**src/rtl/counter_input_conditioner_pkg.sv**
```systemverilog
// -----------------------------------------------------------------------------
// counter_input_pkg
// Shared constants for the counter input conditioner: direction encoding,
// synchroniser depth and the preset value width, plus a small helper used to
// size the auto-repeat counter.
// Optional feature macro used elsewhere in this slice: AUTO_REPEAT_EN.
// -----------------------------------------------------------------------------
package counter_input_pkg;

  localparam logic DIR_UP      = 1'b1;
  localparam logic DIR_DOWN    = 1'b0;
  localparam int   SYNC_STAGES = 2;
  localparam int   VALUE_W     = 4;

  // Larger of two integers, for elaboration-time counter sizing.
  function automatic int max_int(input int a, input int b);
    return (a > b) ? a : b;
  endfunction

endpackage

```
**src/rtl/counter_input_conditioner_if.sv**
```systemverilog
// -----------------------------------------------------------------------------
// counter_input_conditioner_if
// Bundles the raw operator inputs and the cleaned counter controls.
//   btn_up/btn_down/btn_load : raw asynchronous buttons, active-high
//   sw_value                 : raw asynchronous preset switches
//   enable/set               : one-cycle count / load strobes
//   up_down/set_value        : direction and load value, held between strobes
// Modports: master = board/bench side, slave = conditioner side.
// -----------------------------------------------------------------------------
interface counter_input_conditioner_if;

  logic                                 btn_up;
  logic                                 btn_down;
  logic                                 btn_load;
  logic [counter_input_pkg::VALUE_W-1:0] sw_value;
  logic                                 enable;
  logic                                 up_down;
  logic                                 set;
  logic [counter_input_pkg::VALUE_W-1:0] set_value;

  modport master (
    output btn_up, btn_down, btn_load, sw_value,
    input  enable, up_down, set, set_value
  );

  modport slave (
    input  btn_up, btn_down, btn_load, sw_value,
    output enable, up_down, set, set_value
  );

endinterface

```
**src/rtl/counter_input_conditioner_debounce_filter.sv**
```systemverilog
// -----------------------------------------------------------------------------
// debounce_filter
// One-bit conditioner: 2-flop synchroniser, stability counter and rising-edge
// press strobe.
//   clk, rst : system clock, synchronous active-high reset
//   raw      : asynchronous input
//   level    : debounced level
//   press    : one cycle high on each rising edge of level
// -----------------------------------------------------------------------------
module debounce_filter
  import counter_input_pkg::*;
#(
  parameter int DEBOUNCE_CYCLES = 1000
) (
  input  logic clk,
  input  logic rst,
  input  logic raw,
  output logic level,
  output logic press
);

  localparam int               CNT_W = $clog2(DEBOUNCE_CYCLES);
  localparam logic [CNT_W-1:0] LAST  = CNT_W'(DEBOUNCE_CYCLES - 1);

  logic [SYNC_STAGES-1:0] sync;
  logic [CNT_W-1:0]       cnt;
  logic                   level_d;
  logic                   synced;

  assign synced = sync[SYNC_STAGES-1];

  // Synchroniser shift register; bit 0 is the metastability-exposed stage.
  always_ff @(posedge clk) begin
    if (rst) begin
      sync <= '0;
    end else begin
      sync <= {sync[SYNC_STAGES-2:0], raw};
    end
  end

  // Stability counter: the level only flips after DEBOUNCE_CYCLES consecutive
  // disagreeing samples; the counter tops out at LAST, so it never wraps.
  always_ff @(posedge clk) begin
    if (rst) begin
      cnt     <= '0;
      level   <= 1'b0;
      level_d <= 1'b0;
    end else begin
      level_d <= level;
      if (synced == level) begin
        cnt <= '0;
      end else if (cnt == LAST) begin
        level <= synced;
        cnt   <= '0;
      end else begin
        cnt <= cnt + CNT_W'(1);
      end
    end
  end

  assign press = level & ~level_d;

endmodule

```
**src/rtl/counter_input_conditioner.sv**
```systemverilog
// -----------------------------------------------------------------------------
// counter_input_conditioner
// Turns raw buttons/switches into clean control strobes for the up/down counter.
//   clk, rst : system clock, synchronous active-high reset
//   bus      : counter_input_conditioner_if.slave (raw inputs in, controls out)
// Optional feature: define AUTO_REPEAT_EN to build hold-to-repeat on up/down.
// -----------------------------------------------------------------------------
module counter_input_conditioner
  import counter_input_pkg::*;
#(
  parameter int DEBOUNCE_CYCLES = 1000,
  parameter int REPEAT_DELAY    = 50000,
  parameter int REPEAT_PERIOD   = 10000
) (
  input logic                        clk,
  input logic                        rst,
  counter_input_conditioner_if.slave bus
);

  logic up_level, up_press, down_level, down_press, load_level, load_press;
  logic [SYNC_STAGES-1:0][VALUE_W-1:0] sw_sync;
  logic [VALUE_W-1:0] sw_synced;
  logic repeat_fire, repeat_dir;
  logic enable_next, set_next, up_down_next;
  logic [VALUE_W-1:0] set_value_next;

  debounce_filter #(.DEBOUNCE_CYCLES(DEBOUNCE_CYCLES)) u_up (
    .clk(clk), .rst(rst), .raw(bus.btn_up), .level(up_level), .press(up_press)
  );
  debounce_filter #(.DEBOUNCE_CYCLES(DEBOUNCE_CYCLES)) u_down (
    .clk(clk), .rst(rst), .raw(bus.btn_down), .level(down_level), .press(down_press)
  );
  debounce_filter #(.DEBOUNCE_CYCLES(DEBOUNCE_CYCLES)) u_load (
    .clk(clk), .rst(rst), .raw(bus.btn_load), .level(load_level), .press(load_press)
  );

  // Per-bit synchronisers for the preset switches.
  always_ff @(posedge clk) begin
    if (rst) begin
      sw_sync <= '0;
    end else begin
      sw_sync <= {sw_sync[SYNC_STAGES-2:0], bus.sw_value};
    end
  end

  assign sw_synced = sw_sync[SYNC_STAGES-1];

`ifdef AUTO_REPEAT_EN
  localparam int               REPEAT_MAX  = max_int(REPEAT_DELAY, REPEAT_PERIOD);
  localparam int               REP_W       = (REPEAT_MAX > 1) ? $clog2(REPEAT_MAX) : 1;
  localparam logic [REP_W-1:0] DELAY_LAST  = REP_W'(REPEAT_DELAY - 1);
  localparam logic [REP_W-1:0] PERIOD_LAST = REP_W'(REPEAT_PERIOD - 1);

  logic [REP_W-1:0] rep_cnt;
  logic [REP_W-1:0] rep_target;
  logic             armed;
  logic             repeating;
  logic             exactly_one;
  logic             dir_press;
  logic             unused_repeat;

  assign unused_repeat = load_level;

  // Repeat fire: counter counts cycles since the initial strobe, first against
  // the delay, then against the period. Any press this cycle suppresses it.
  always_comb begin
    exactly_one = up_level ^ down_level;
    dir_press   = up_press | down_press;
    rep_target  = repeating ? PERIOD_LAST : DELAY_LAST;
    repeat_dir  = up_level ? DIR_UP : DIR_DOWN;
    repeat_fire = armed & exactly_one & ~dir_press & ~load_press & (rep_cnt == rep_target);
  end

  // Hold tracking: armed only by a fresh direction press while a single
  // direction is held, so a leftover held button never repeats unannounced.
  always_ff @(posedge clk) begin
    if (rst) begin
      rep_cnt   <= '0;
      armed     <= 1'b0;
      repeating <= 1'b0;
    end else if (!exactly_one || load_press) begin
      rep_cnt   <= '0;
      armed     <= 1'b0;
      repeating <= 1'b0;
    end else if (dir_press) begin
      rep_cnt   <= '0;
      armed     <= 1'b1;
      repeating <= 1'b0;
    end else if (!armed) begin
      rep_cnt   <= '0;
    end else if (rep_cnt == rep_target) begin
      rep_cnt   <= '0;
      repeating <= 1'b1;
    end else if (rep_cnt != {REP_W{1'b1}}) begin
      rep_cnt   <= rep_cnt + REP_W'(1);
    end else begin
      rep_cnt   <= rep_cnt;
    end
  end
`else
  logic unused_levels;

  assign repeat_fire   = 1'b0;
  assign repeat_dir    = DIR_UP;
  assign unused_levels = ^{up_level, down_level, load_level, (REPEAT_DELAY > REPEAT_PERIOD)};
`endif

  // Command decode in priority order: load, conflicting directions, up, down,
  // repeat, idle.
  always_comb begin
    enable_next    = 1'b0;
    set_next       = 1'b0;
    up_down_next   = bus.up_down;
    set_value_next = bus.set_value;
    if (load_press) begin
      set_next       = 1'b1;
      set_value_next = sw_synced;
    end else if (up_press && down_press) begin
      enable_next = 1'b0;
    end else if (up_press) begin
      enable_next  = 1'b1;
      up_down_next = DIR_UP;
    end else if (down_press) begin
      enable_next  = 1'b1;
      up_down_next = DIR_DOWN;
    end else if (repeat_fire) begin
      enable_next  = 1'b1;
      up_down_next = repeat_dir;
    end else begin
      enable_next = 1'b0;
    end
  end

  // Output registers feeding the counter.
  always_ff @(posedge clk) begin
    if (rst) begin
      bus.enable    <= 1'b0;
      bus.set       <= 1'b0;
      bus.up_down   <= DIR_UP;
      bus.set_value <= '0;
    end else begin
      bus.enable    <= enable_next;
      bus.set       <= set_next;
      bus.up_down   <= up_down_next;
      bus.set_value <= set_value_next;
    end
  end

endmodule
```
**src/flat_wrapper.sv**
```systemverilog
// flat-port wrapper written by rule: the top's interface ports become plain ports
module counter_input_conditioner_flat import counter_input_pkg::*;
#(
  parameter int DEBOUNCE_CYCLES = 1000,
  parameter int REPEAT_DELAY    = 50000,
  parameter int REPEAT_PERIOD   = 10000
)
  (clk, rst, bus_btn_up, bus_btn_down, bus_btn_load, bus_sw_value, bus_enable, bus_up_down, bus_set, bus_set_value);
  counter_input_conditioner_if bus_i ();
  input logic clk;
  input logic rst;
  input wire logic [$bits(bus_i.btn_up)-1:0] bus_btn_up;
  input wire logic [$bits(bus_i.btn_down)-1:0] bus_btn_down;
  input wire logic [$bits(bus_i.btn_load)-1:0] bus_btn_load;
  input wire logic [$bits(bus_i.sw_value)-1:0] bus_sw_value;
  output wire logic [$bits(bus_i.enable)-1:0] bus_enable;
  output wire logic [$bits(bus_i.up_down)-1:0] bus_up_down;
  output wire logic [$bits(bus_i.set)-1:0] bus_set;
  output wire logic [$bits(bus_i.set_value)-1:0] bus_set_value;
  assign bus_i.btn_up = bus_btn_up;
  assign bus_i.btn_down = bus_btn_down;
  assign bus_i.btn_load = bus_btn_load;
  assign bus_i.sw_value = bus_sw_value;
  assign bus_enable = bus_i.enable;
  assign bus_up_down = bus_i.up_down;
  assign bus_set = bus_i.set;
  assign bus_set_value = bus_i.set_value;
  counter_input_conditioner #(.DEBOUNCE_CYCLES(DEBOUNCE_CYCLES), .REPEAT_DELAY(REPEAT_DELAY), .REPEAT_PERIOD(REPEAT_PERIOD)) u_core (.clk(clk), .rst(rst), .bus(bus_i));
endmodule
```
**config.mk**
```make
export PLATFORM = sky130hd
export DESIGN_NAME = counter_input_conditioner_flat
export DESIGN_NICKNAME = d
export VERILOG_FILES = /design/src/rtl/counter_input_conditioner_pkg.sv /design/src/rtl/counter_input_conditioner_if.sv /design/src/rtl/counter_input_conditioner_debounce_filter.sv /design/src/rtl/counter_input_conditioner.sv /design/src/flat_wrapper.sv
export SDC_FILE = /design/constraint.sdc
export NUM_CORES = 1
export LEC_CHECK = 0
export ABC_AREA = 1
export CORE_MARGIN = 2
export CORE_UTILIZATION = 40
export CTS_CLUSTER_SIZE = 10
export DETAILED_ROUTE_END_ITERATION = 12
export GPL_TIMING_DRIVEN = 0
export SYNTH_ARGS = -nofsm -noshare
export SYNTH_HDL_FRONTEND = slang
export SYNTH_SLANG_ARGS = --single-unit
```
**constraint.sdc**
```tcl
create_clock -name clk -period 1 [get_ports clk]
set_input_delay 0.2 -clock clk [delete_from_list [all_inputs] [get_ports clk]]
set_output_delay 0.2 -clock clk [all_outputs]
set_load 0.02 [all_outputs]
```
==> impl_results.md, run 1 <==
- Outcome: complete, but fails checks
- Failing checks: negative setup slack
- Final net count: 368
- Synth top area cells: dfxtp_1 47%, nor2_1 11%, nand2_1 8.4%
- Synthesis-to-finish area growth: 37.38%
- Pwr Total: 5.054 mW
- ANT cells: 0
- Yosys reg bits: 57
- Initial DRT Pass Iterations: 4
- Worst path top cell family by delay: simple AND/OR/NAND/NOR gates
- Share of cells above drive strength 1: 0.3944
- Die width: 81.68 microns
- Full die area: 6672 sq um
- Distinct cell type count after synthesis: 23
- CTS root buf: clkbuf_8
- Crit Path Max Fanout: 5
- CTS tree: done
- Dpl cells: 404
- Fmax achieved: 0.9417 GHz
- Clk sinks: 57
- Finished Layout Cells: 435
- WS Path Type: reg2reg
- Largest net degree at the start of global routing: 11
- Cells after Synth: 314
- GRT Residual Overflow: 0
- Worst-path cell chain: ha_4 -> nand2_4 -> nor2_4 -> nand2_4 -> nand2_4 -> nor2_1
- Syn_nets: 326
- Fin crit share: 1.062
- Async set-reset flop share out of synthesis: 0
- Fin. max-slew vios: 0
- DRC: 0
- PD cells: 1524 nW/um^2
- Die height: 81.68 microns
- Max VDD drop: 1.139 mV
- Max cap viols: 0
- Most common cell in the netlist: nor2_1
- Max-slew headroom: 0.8516
- Overall Global Routing Usage: 0.1599
- Iteration-0 DRC Markers: 44
- Initial core utilization: 0.4101
- CTS Buf Count: 9
- Critical path buffers and inverters: 0
- I/O Buffers: 15
- Mapped cell area: 2414 sq um
- Vias in the first global route: 1883
- HP Class: in2reg
- Ys flop type: dfxtp_1
- Critical Path RT: 1.22 ns
- Htree depth: 3
- Setup TNS: -1.125 ns
- Wirelength, routed: 4545 microns
- CP startpoint kind: register
- CP peak stage delay: 0.36 ns
- Min cycle time layout: 1.062 ns
- Sequential fraction of the synthesis area: 0.4728
- Element type at the critical path end: register
- Routed len/inst: 10.45 microns
- Syn. warnings: 0
- Clk buf depth: 2
- Crit path top cell by count: nand2_4
- RePlAce Congestion: 0.7792
- Clock slew at reported path FFs: 0.07 ns
- Hold Violations, Final: 0
- Half-perimeter wire length after placement: 2836 microns
- Top Ports: 16
- Leakage: 1.239 nW
- Slew @ Worst Pin: 0.2221 ns
- Vias per cell: 4.533
- Worst setup margin: -0.06193 ns
- Cell accounting for the most synthesized area: dfxtp_1
- Rows: 28
- Avg Synthesized Cell Area: 7.687 sq um
- Synth top area share: 0.4728
- Worst-case clock skew: 0.009885 ns
- CORE AREA: 5886 sq um
- CP max-delay cell: dfxtp_4
- Critical path arrival: 1.28 ns
- First-pass GRT wire length: 8038 microns
- Remaining antenna violation count after routing: 0
- Worst-skew pair later-pin latency: 0.33 ns
- Number of synthesized flops with an enable pin: 0
- Finish-stage setup viols: 28
- Post-synth top cells: 68 x nor2_1, 57 x dfxtp_1, 54 x nand2_1
- Initial antenna violation count: 0
- Routed via count: 1972
- Unrepaired setup endpoints after global routing: true
routing by layer:
metal,wire length [microns],track usage
met1,2153,0.1897
met2,2179,0.2631
met3,156,0.05604
met4,56,0.06667
met5,0,0
worst min-delay path, stage by stage:
cell and delay [ns]:
clkdlybuf4s50_1 0.40, inv_1 0.05, nor2_1 0.03
final cells by class:
class                   count  area (sq um)
inverters                  50         197.7
repair buffers             28         255.2
flip-flops and latches     57          1187
plain buffers               3         21.27
multi-input cells         207          1319
fillers                   524          2570
clock inverters             5         103.9
clock buffers              10         137.6
well taps                  75         93.84
power by group:
group	leakage [nW]	switching [mW]	internal [mW]	total (mW)
Clock	0.122	0.905	1.71	2.61
Sequential	0.477	0.0114	2.29	2.30
Combinational	0.640	0.0724	0.0660	0.138
Total	1.24	0.989	4.07	5.05
state kept, by name (all words and copies together) (netlist names), 2 cells and up:
| register | count |
|---|---|
| u_core.bus.set_value | 4 |
| u_core.sw_sync | 4 |
| u_core.sw_synced | 4 |
| u_core.u_down.cnt | 10 |
| u_core.u_down.sync | 2 |
| u_core.u_load.cnt | 10 |
| u_core.u_load.sync | 2 |
| u_core.u_up.cnt | 10 |
| u_core.u_up.sync | 2 |
stage by stage:
step	cell area (sq um)	hold slack, ns	setup WS, ns	util
floorplan	2486	0.3070	0.0002742	-
global placement	2730	0.3898	-0.3723	0.4639
detailed placement	2730	0.3916	-0.3802	0.4639
CTS	3216	0.3702	-0.07370	0.5463
global route	3316	0.3964	-0.1322	0.5634
finish	3316	0.3869	-0.06193	0.5634
cells by family after synthesis:
family,after synthesis,share of synthesized area
compound gates,21,0.06013
fa+ha+maj,3,0.01555
flops,57,0.4728
xor+xnor,10,0.03629
buf+inv,53,0.08657
simple gates,170,0.3287
layout by cell type, fill, tap and decap left out, types with 10 or more instances in the layout:
cell | Yosys | final
clkbuf_8 | 0 | 10
nor2_4 | 4 | 12
nand3_1 | 16 | 11
inv_1 | 49 | 40
nor2_2 | 7 | 14
nand2_4 | 3 | 10
nor2_1 | 68 | 53
nand2_1 | 54 | 49
buf_4 | 0 | 13
dfxtp_1 | 57 | 28
dfxtp_2 | 0 | 25
final timing paths:
kind                                   startpoint                              end  slack [ns]  cells after the start
setup / recovery  u_core.u_load.cnt[0]$_SDFF_PP0_  u_core.u_load.cnt[1]$_SDFF_PP0_       -0.06                      6
setup reg to reg  u_core.u_load.cnt[0]$_SDFF_PP0_  u_core.u_load.cnt[1]$_SDFF_PP0_       -0.06                      6
hold reg to reg      u_core.sw_sync[3]$_SDFF_PP0_   u_core.sw_synced[3]$_SDFF_PP0_        0.40                      2
hold / removal                    bus_sw_value[2]     u_core.sw_sync[2]$_SDFF_PP0_        0.39                      3
timing repair:
item	4_1_cts	5_1_grt
cloned	3	0
pin swaps	22	10
setup buffers	11	2
resized for setup	85	36
endpoints found under the setup margin	53	42
hold buffers	0	0
Note: power is estimated with default switching activity, not from simulation.
==> run 2, diff against run 1 <==
Settings changed: ABC_AREA 1 to default, RECOVER_POWER from default to 25.
==> run 2 against run 1 <==
Compared with the run above: the flow still finishes with violations (negative setup slack); flip-flop and latch count did not move; clock power fell by 9.2%; final cell count fell by 22%; largest power group unchanged; highest routed layer unchanged.
==> impl_results.md, run 2 <==
- Post-CTS Hold Buffers: 0
- Distinct cell type count after synthesis: 36
- Share of cells above drive strength 1: 0.3801
- Top Ports: 16
- Reg-to-Reg End: u_core.u_load.cnt[7]$_SDFF_PP0_
- Clk buf depth: 2
- Hold Violations, Final: 0
- Sequential fraction of the synthesis area: 0.5305
- Initial antenna violation count: 0
- Max VDD drop: 0.9264 mV
- Half-perimeter wire length after placement: 2479 microns
- Fin crit share: 1.404
- Unrepaired setup endpoints after global routing: true
- Clk sinks: 57
- Synth top area cells: dfxtp_1 53%, nor2b_1 6.1%, nor2_1 5.4%
- CORE AREA: 5140 sq um
- CTS Buf Count: 9
- WS Path Type: reg2reg
- Cells after Synth: 225
- Element type at the critical path end: register
- Placed cell areas: 2481 sq um
- Die width: 77.33 microns
- Remaining antenna violation count after routing: 0
- Number of synthesized flops with an enable pin: 0
- ANT cells: 0
- RePlAce Congestion: 0.8079
- PD cells: 1585 nW/um^2
- Worst path top cell family by delay: compound AO/OA/AOI/OAI gates
- Critical path arrival: 1.63 ns
- Largest net degree at the start of global routing: 11
- Htree depth: 3
- Critical Path Stages: 5
- DP Worst Slack: -0.8660 ns
- Most frequent cells in the layout: 36 x dfxtp_1, 21 x nor2_1, 19 x nor2b_1
- CP Launch Point: u_core.u_load.cnt[0]$_SDFF_PP0_
- Worst-case clock skew: 0.009255 ns
- Syn_nets: 237
- HP Class: in2reg
- I/O Buffers: 15
- Fill cell count: 479
- Worst r2r src: u_core.u_load.cnt[0]$_SDFF_PP0_
- Iteration-0 DRC Markers: 35
- Slew @ Worst Pin: 0.4412 ns
- DRC: 0
- First-pass GRT wire length: 7169 microns
- Syn. warnings: 0
- Die height: 77.33 microns
- Clock slew at reported path FFs: 0.07 ns
- Worst setup margin: -0.4042 ns
- Most common cell in the netlist: dfxtp_1
- CTS tree: done
- Min cycle time layout: 1.404 ns
- Max-slew headroom: 0.7059
- Synthesis-to-finish area growth: 40.43%
- Finish-stage setup viols: 47
- FF-to-FF path depth: 5
- Outcome: complete, but fails checks
- Worst-skew pair later-pin latency: 0.33 ns
- CP endpoint: u_core.u_load.cnt[7]$_SDFF_PP0_
- Reg-to-reg slack, setup: -0.40 ns
- Initial core utilization: 0.4185
- Most common cell after layout, fill and taps aside: dfxtp_1
- Crit Path Max Fanout: 4
- Mapped cell area: 2151 sq um
- CTS root buf: clkbuf_8
- Wirelength, routed: 3961 microns
- Vias in the first global route: 1610
- Failing checks: negative setup slack
- Largest regs: u_core.u_down.cnt x10, u_core.u_load.cnt x10, u_core.u_up.cnt x10
- CP peak stage delay: 0.35 ns
- Avg Synthesized Cell Area: 9.559 sq um
- Sequential Area: 1177 sq um
- Post-synth top cells: 57 x dfxtp_1, 31 x nor2_1, 21 x nor2b_1
- Rows: 26
- Overall Global Routing Usage: 0.1558
- Vias per cell: 4.704
- Critical Path RT: 1.22 ns
- Leakage: 1.063 nW
- Fin area: 3020 sq um
- Max cap viols: 0
- Final net count: 278
- Final hold slack: 0.4168 ns
- Full die area: 5980 sq um
- Fmax achieved: 0.7121 GHz
- Worst-path cell chain: ha_4 -> nand4b_1 -> or2_4 -> o22a_1 -> o221a_2
- Routed via count: 1604
- Initial DRT Pass Iterations: 4
- Routed len/inst: 11.62 microns
- Ys flop type: dfxtp_1
- Cell accounting for the most synthesized area: dfxtp_1
- CP startpoint kind: register
- CP max-delay cell: dfxtp_2
- Critical path buffers and inverters: 0
- Yosys reg bits: 57
- GRT Residual Overflow: 0
- Multi-input gate area: 1216 sq um
- Async set-reset flop share out of synthesis: 0
- Fin. max-slew vios: 0
- Synth top area share: 0.5305
- Post-layout util: 0.5876
## run 2: cell types whose count changed after synthesis, sizes merged, moves of 4 or more
cell    previous run  this run
a21oi             15         9
and3               0         4
inv               50         4
nand2             62        18
nand2b             0         7
nand3             20        12
nor2              79        31
nor2b              0        21
nor3               0         5
xnor2              7        11
xor2               3        11
## run 2: worst min path at each step
stage | start | to | slack, ns | cells after the start
2_1_floorplan | bus_sw_value[0] | u_core.sw_sync[0]$_SDFF_PP0_ | 0.33 | 1
3_3_place_gp | u_core.sw_sync[2]$_SDFF_PP0_ | u_core.sw_synced[2]$_SDFF_PP0_ | 0.42 | 1
3_5_place_dp | u_core.u_load.sync[0]$_SDFF_PP0_ | u_core.u_load.sync[1]$_SDFF_PP0_ | 0.42 | 1
4_1_cts | bus_sw_value[1] | u_core.sw_sync[1]$_SDFF_PP0_ | 0.41 | 2
5_1_grt | bus_sw_value[3] | u_core.sw_sync[3]$_SDFF_PP0_ | 0.42 | 2
6_report | bus_sw_value[1] | u_core.sw_sync[1]$_SDFF_PP0_ | 0.42 | 2
## run 2: where the power goes
part	internal, mW	switching [mW]
clock network	1.47	0.906
logic	0.0640	0.0487
registers	2.29	0.0119
## run 2: through the flow
step | power (mW) | TNS [ns] | instances
4_1_cts | 4.836 | -6.534 | 336
2_1_floorplan | 2.409 | -4.022 | 225
6_report | 4.787 | -6.891 | 341
3_3_place_gp | 2.456 | -30.11 | 310
5_1_grt | 4.967 | -10.74 | 341
3_5_place_dp | 2.459 | -31.46 | 310
## run 2: worst register-to-register path, stage by stage, from the launching register on
cell and delay (ns):
dfxtp_2 0.35, ha_4 0.14, nand4b_1 0.11, or2_4 0.27, o22a_1 0.21, o221a_2 0.22
## run 2: cell type report
class	instances	area share
multi-input cells	160	0.4027
flip-flops and latches	57	0.3898
repair buffers	30	0.09072
clock buffers	11	0.04681
well taps	70	0.02900
clock inverters	5	0.02610
plain buffers	4	0.009942
inverters	4	0.004971
## run 2: layer usage
metal  up-vias  track usage  wire length [microns]
met5         -            0                      0
met4         0       0.1125                    125
met3        10      0.03837                    106
met2        22       0.2409                   1864
met1       736       0.1889                   1865
li1        836            -                      -
## run 2: logic make-up after synthesis
family / Yosys count / share of synthesized area
compound gates: 21 / 0.06225
xor+xnor: 22 / 0.08958
mux: 3 / 0.01396
flops: 57 / 0.5305
fa+ha+maj: 3 / 0.01745
simple gates: 111 / 0.2688
buf+inv: 8 / 0.01745
## run 2: timing repair
| action | 4_1_cts | 5_1_grt |
|---|---|---|
| buffers inserted | 10 | 5 |
| gates resized for setup | 73 | 30 |
| setup endpoints to repair | 63 | 38 |
| pin swaps | 16 | 5 |
==> run 3, diff against run 2 <==
Settings changed: PLACE_DENSITY_LB_ADDON from default to 0.25.
==> run 3 against run 2 <==
Compared with the run above: the run still ends with negative setup slack left; utilization is 0.41 points lower; critical path depth stayed put; clock skew is 0.0043 ns lower; via count is 1.8% higher; fmax is 1.8% higher; count of clock-buffer cells in the layout is 2 higher; critical path type unchanged; critical endpoint unchanged; largest power group is now registers.
==> impl_results.md, run 3 (same netlist as run 2, synthesis figures left out) <==
- Failing checks: negative setup slack
- Full die area: 5980 sq um
- Die width: 77.33 microns
- Leakage: 1.054 nW
- Top Ports: 16
- RePlAce Congestion: 0.7431
- I/O Buffers: 15
- PD cells: 1517 nW/um^2
- Fin crit share: 1.380
- Most common cell after layout, fill and taps aside: dfxtp_1
- Element type at the critical path end: register
- DRC: 0
- WS Path Type: reg2reg
- DP Worst Slack: -0.8613 ns
- Reg-to-Reg End: u_core.u_load.cnt[7]$_SDFF_PP0_
- Routed len/inst: 11.58 microns
- Vias in the first global route: 1552
- Htree depth: 3
- Clock slew at reported path FFs: 0.06 ns
- Power share of the clock group: 0.470
- Hold Violations, Final: 0
- Max VDD drop: 1.248 mV
- Half-perimeter wire length after placement: 2503 microns
- Finish-stage setup viols: 50
- Critical Path RT: 1.22 ns
- Worst-path cell chain: ha_4 -> nand4b_1 -> or2_4 -> o22a_1 -> o221a_2
- Critical path arrival: 1.60 ns
- Internal power: 3.599 mW
- Clk buf depth: 2
- Iteration-0 DRC Markers: 37
- Hold wc startpoint: bus_btn_load
- Min cycle time layout: 1.380 ns
- Slew @ Worst Pin: 0.4731 ns
- CP peak stage delay: 0.35 ns
- Worst setup margin: -0.3798 ns
- First-pass GRT wire length: 6755 microns
- CTS tree: done
- Die height: 77.33 microns
- Remaining antenna violation count after routing: 0
- Max-slew headroom: 0.6846
- Worst r2r src: u_core.u_load.cnt[0]$_SDFF_PP0_
- Routed via count: 1633
- CP max-delay cell: dfxtp_2
- Hold Crit Endpoint: u_core.u_load.sync[0]$_SDFF_PP0_
- Fmax achieved: 0.7248 GHz
- Initial core utilization: 0.4185
- CP startpoint kind: register
- FF-to-FF path depth: 5
- Overall Global Routing Usage: 0.1445
- Synthesis-to-finish area growth: 39.44%
- CTS root buf: clkbuf_8
- ANT cells: 0
- Fill cell count: 477
- CORE AREA: 5140 sq um
- Unrepaired setup endpoints after global routing: true
- Wirelength, routed: 3972 microns
- Hold Path Cell Cnt: 2
- Sequential share of power: 0.506
- Final net count: 280
- Vias per cell: 4.761
- Rows: 26
- Crit Path Max Fanout: 2
- Largest regs: u_core.u_down.cnt x10, u_core.u_load.cnt x10, u_core.u_up.cnt x10
- Clk sinks: 57
- Initial antenna violation count: 0
- Worst-case clock skew: 0.004999 ns
- Max cap viols: 0
- HP Class: in2reg
- Reg-to-reg slack, setup: -0.38 ns
- Setup TNS: -7.947 ns
- Most frequent cells in the layout: 40 x dfxtp_1, 27 x nor2_1, 19 x nor2b_1
- Share of cells above drive strength 1: 0.3516
- Largest net degree at the start of global routing: 11
- GRT Residual Overflow: 0
- Fin. max-slew vios: 0
- Outcome: complete, but fails checks
- CTS Buf Count: 9
- P_sw: 952.1 uW
- Worst-skew pair later-pin latency: 0.32 ns
- Comb power frac: 0.024
- Sw Ratio: 0.2092
- Initial DRT Pass Iterations: 4
[run 3: layout make-up]
cell class | instances | area, sq um | share of cell area
Multi-Input combinational cell | 160 | 1185 | 0.3951
Sequential cell | 57 | 1172 | 0.3909
Timing Repair Buffer | 32 | 301.5 | 0.1005
Clock buffer | 13 | 190.2 | 0.06341
Tap cell | 70 | 87.58 | 0.02920
Buffer | 4 | 27.53 | 0.009178
Clock inverter | 3 | 20.02 | 0.006675
Inverter | 4 | 15.01 | 0.005006
[run 3: worst max path at each step]
stage | start | endpoint | slack (ns) | depth (start not counted)
floorplan | u_core.u_load.cnt[1]$_SDFF_PP0_ | u_core.u_load.cnt[7]$_SDFF_PP0_ | -0.37 | 5
global placement | rst | u_core.bus.enable$_SDFF_PP0_ | -0.88 | 4
detailed placement | rst | u_core.bus.enable$_SDFF_PP0_ | -0.86 | 4
CTS | u_core.u_load.cnt[0]$_SDFF_PP0_ | u_core.u_load.cnt[7]$_SDFF_PP0_ | -0.37 | 5
global route | u_core.u_load.cnt[0]$_SDFF_PP0_ | u_core.u_load.cnt[7]$_SDFF_PP0_ | -0.43 | 5
finish | u_core.u_load.cnt[0]$_SDFF_PP0_ | u_core.u_load.cnt[7]$_SDFF_PP0_ | -0.38 | 5
[run 3: power groups by stage]
stage	clock network [mW]	registers [mW]	logic, mW
floorplan	0	2.36	0.0512
global placement	0	2.36	0.0967
detailed placement	0	2.36	0.0979
CTS	2.19	2.31	0.111
global route	2.29	2.30	0.120
finish	2.14	2.30	0.108
[run 3: per-stage QoR]
| stage | instances | hold slack [ns] | power [mW] | area, sq um | utilization |
|---|---|---|---|---|---|
| floorplan | 225 | 0.3282 | 2.409 | 2243 | - |
| global placement | 310 | 0.4178 | 2.457 | 2481 | 0.4827 |
| detailed placement | 310 | 0.4223 | 2.458 | 2481 | 0.4827 |
| CTS | 337 | 0.4085 | 4.608 | 2874 | 0.5592 |
| global route | 343 | 0.4256 | 4.717 | 2999 | 0.5835 |
| finish | 343 | 0.4240 | 4.551 | 2999 | 0.5835 |
[run 3: layer usage]
layer	vias to the layer above	track usage	routed length, microns
met5	-	0	0
met4	0	0.08571	79
met3	9	0.04419	150
met2	28	0.2252	1853
met1	754	0.1758	1889
li1	842	-	-
[run 3: timing repair]
action                                  in CTS  in global routing
endpoints found under the setup margin      63                 38
buffers inserted                            11                  6
hold buffers                                 0                  0
pin swaps                                   13                  9
gates resized for setup                     65                 24
gates cloned                                 0                  0
[run 3: worst max-delay path, delay by kind of cell (launching register included)]
kind	cells	cell delay (ns)
fa+ha+maj	1	0.14
compound gates	2	0.42
flops	1	0.35
simple gates	2	0.36
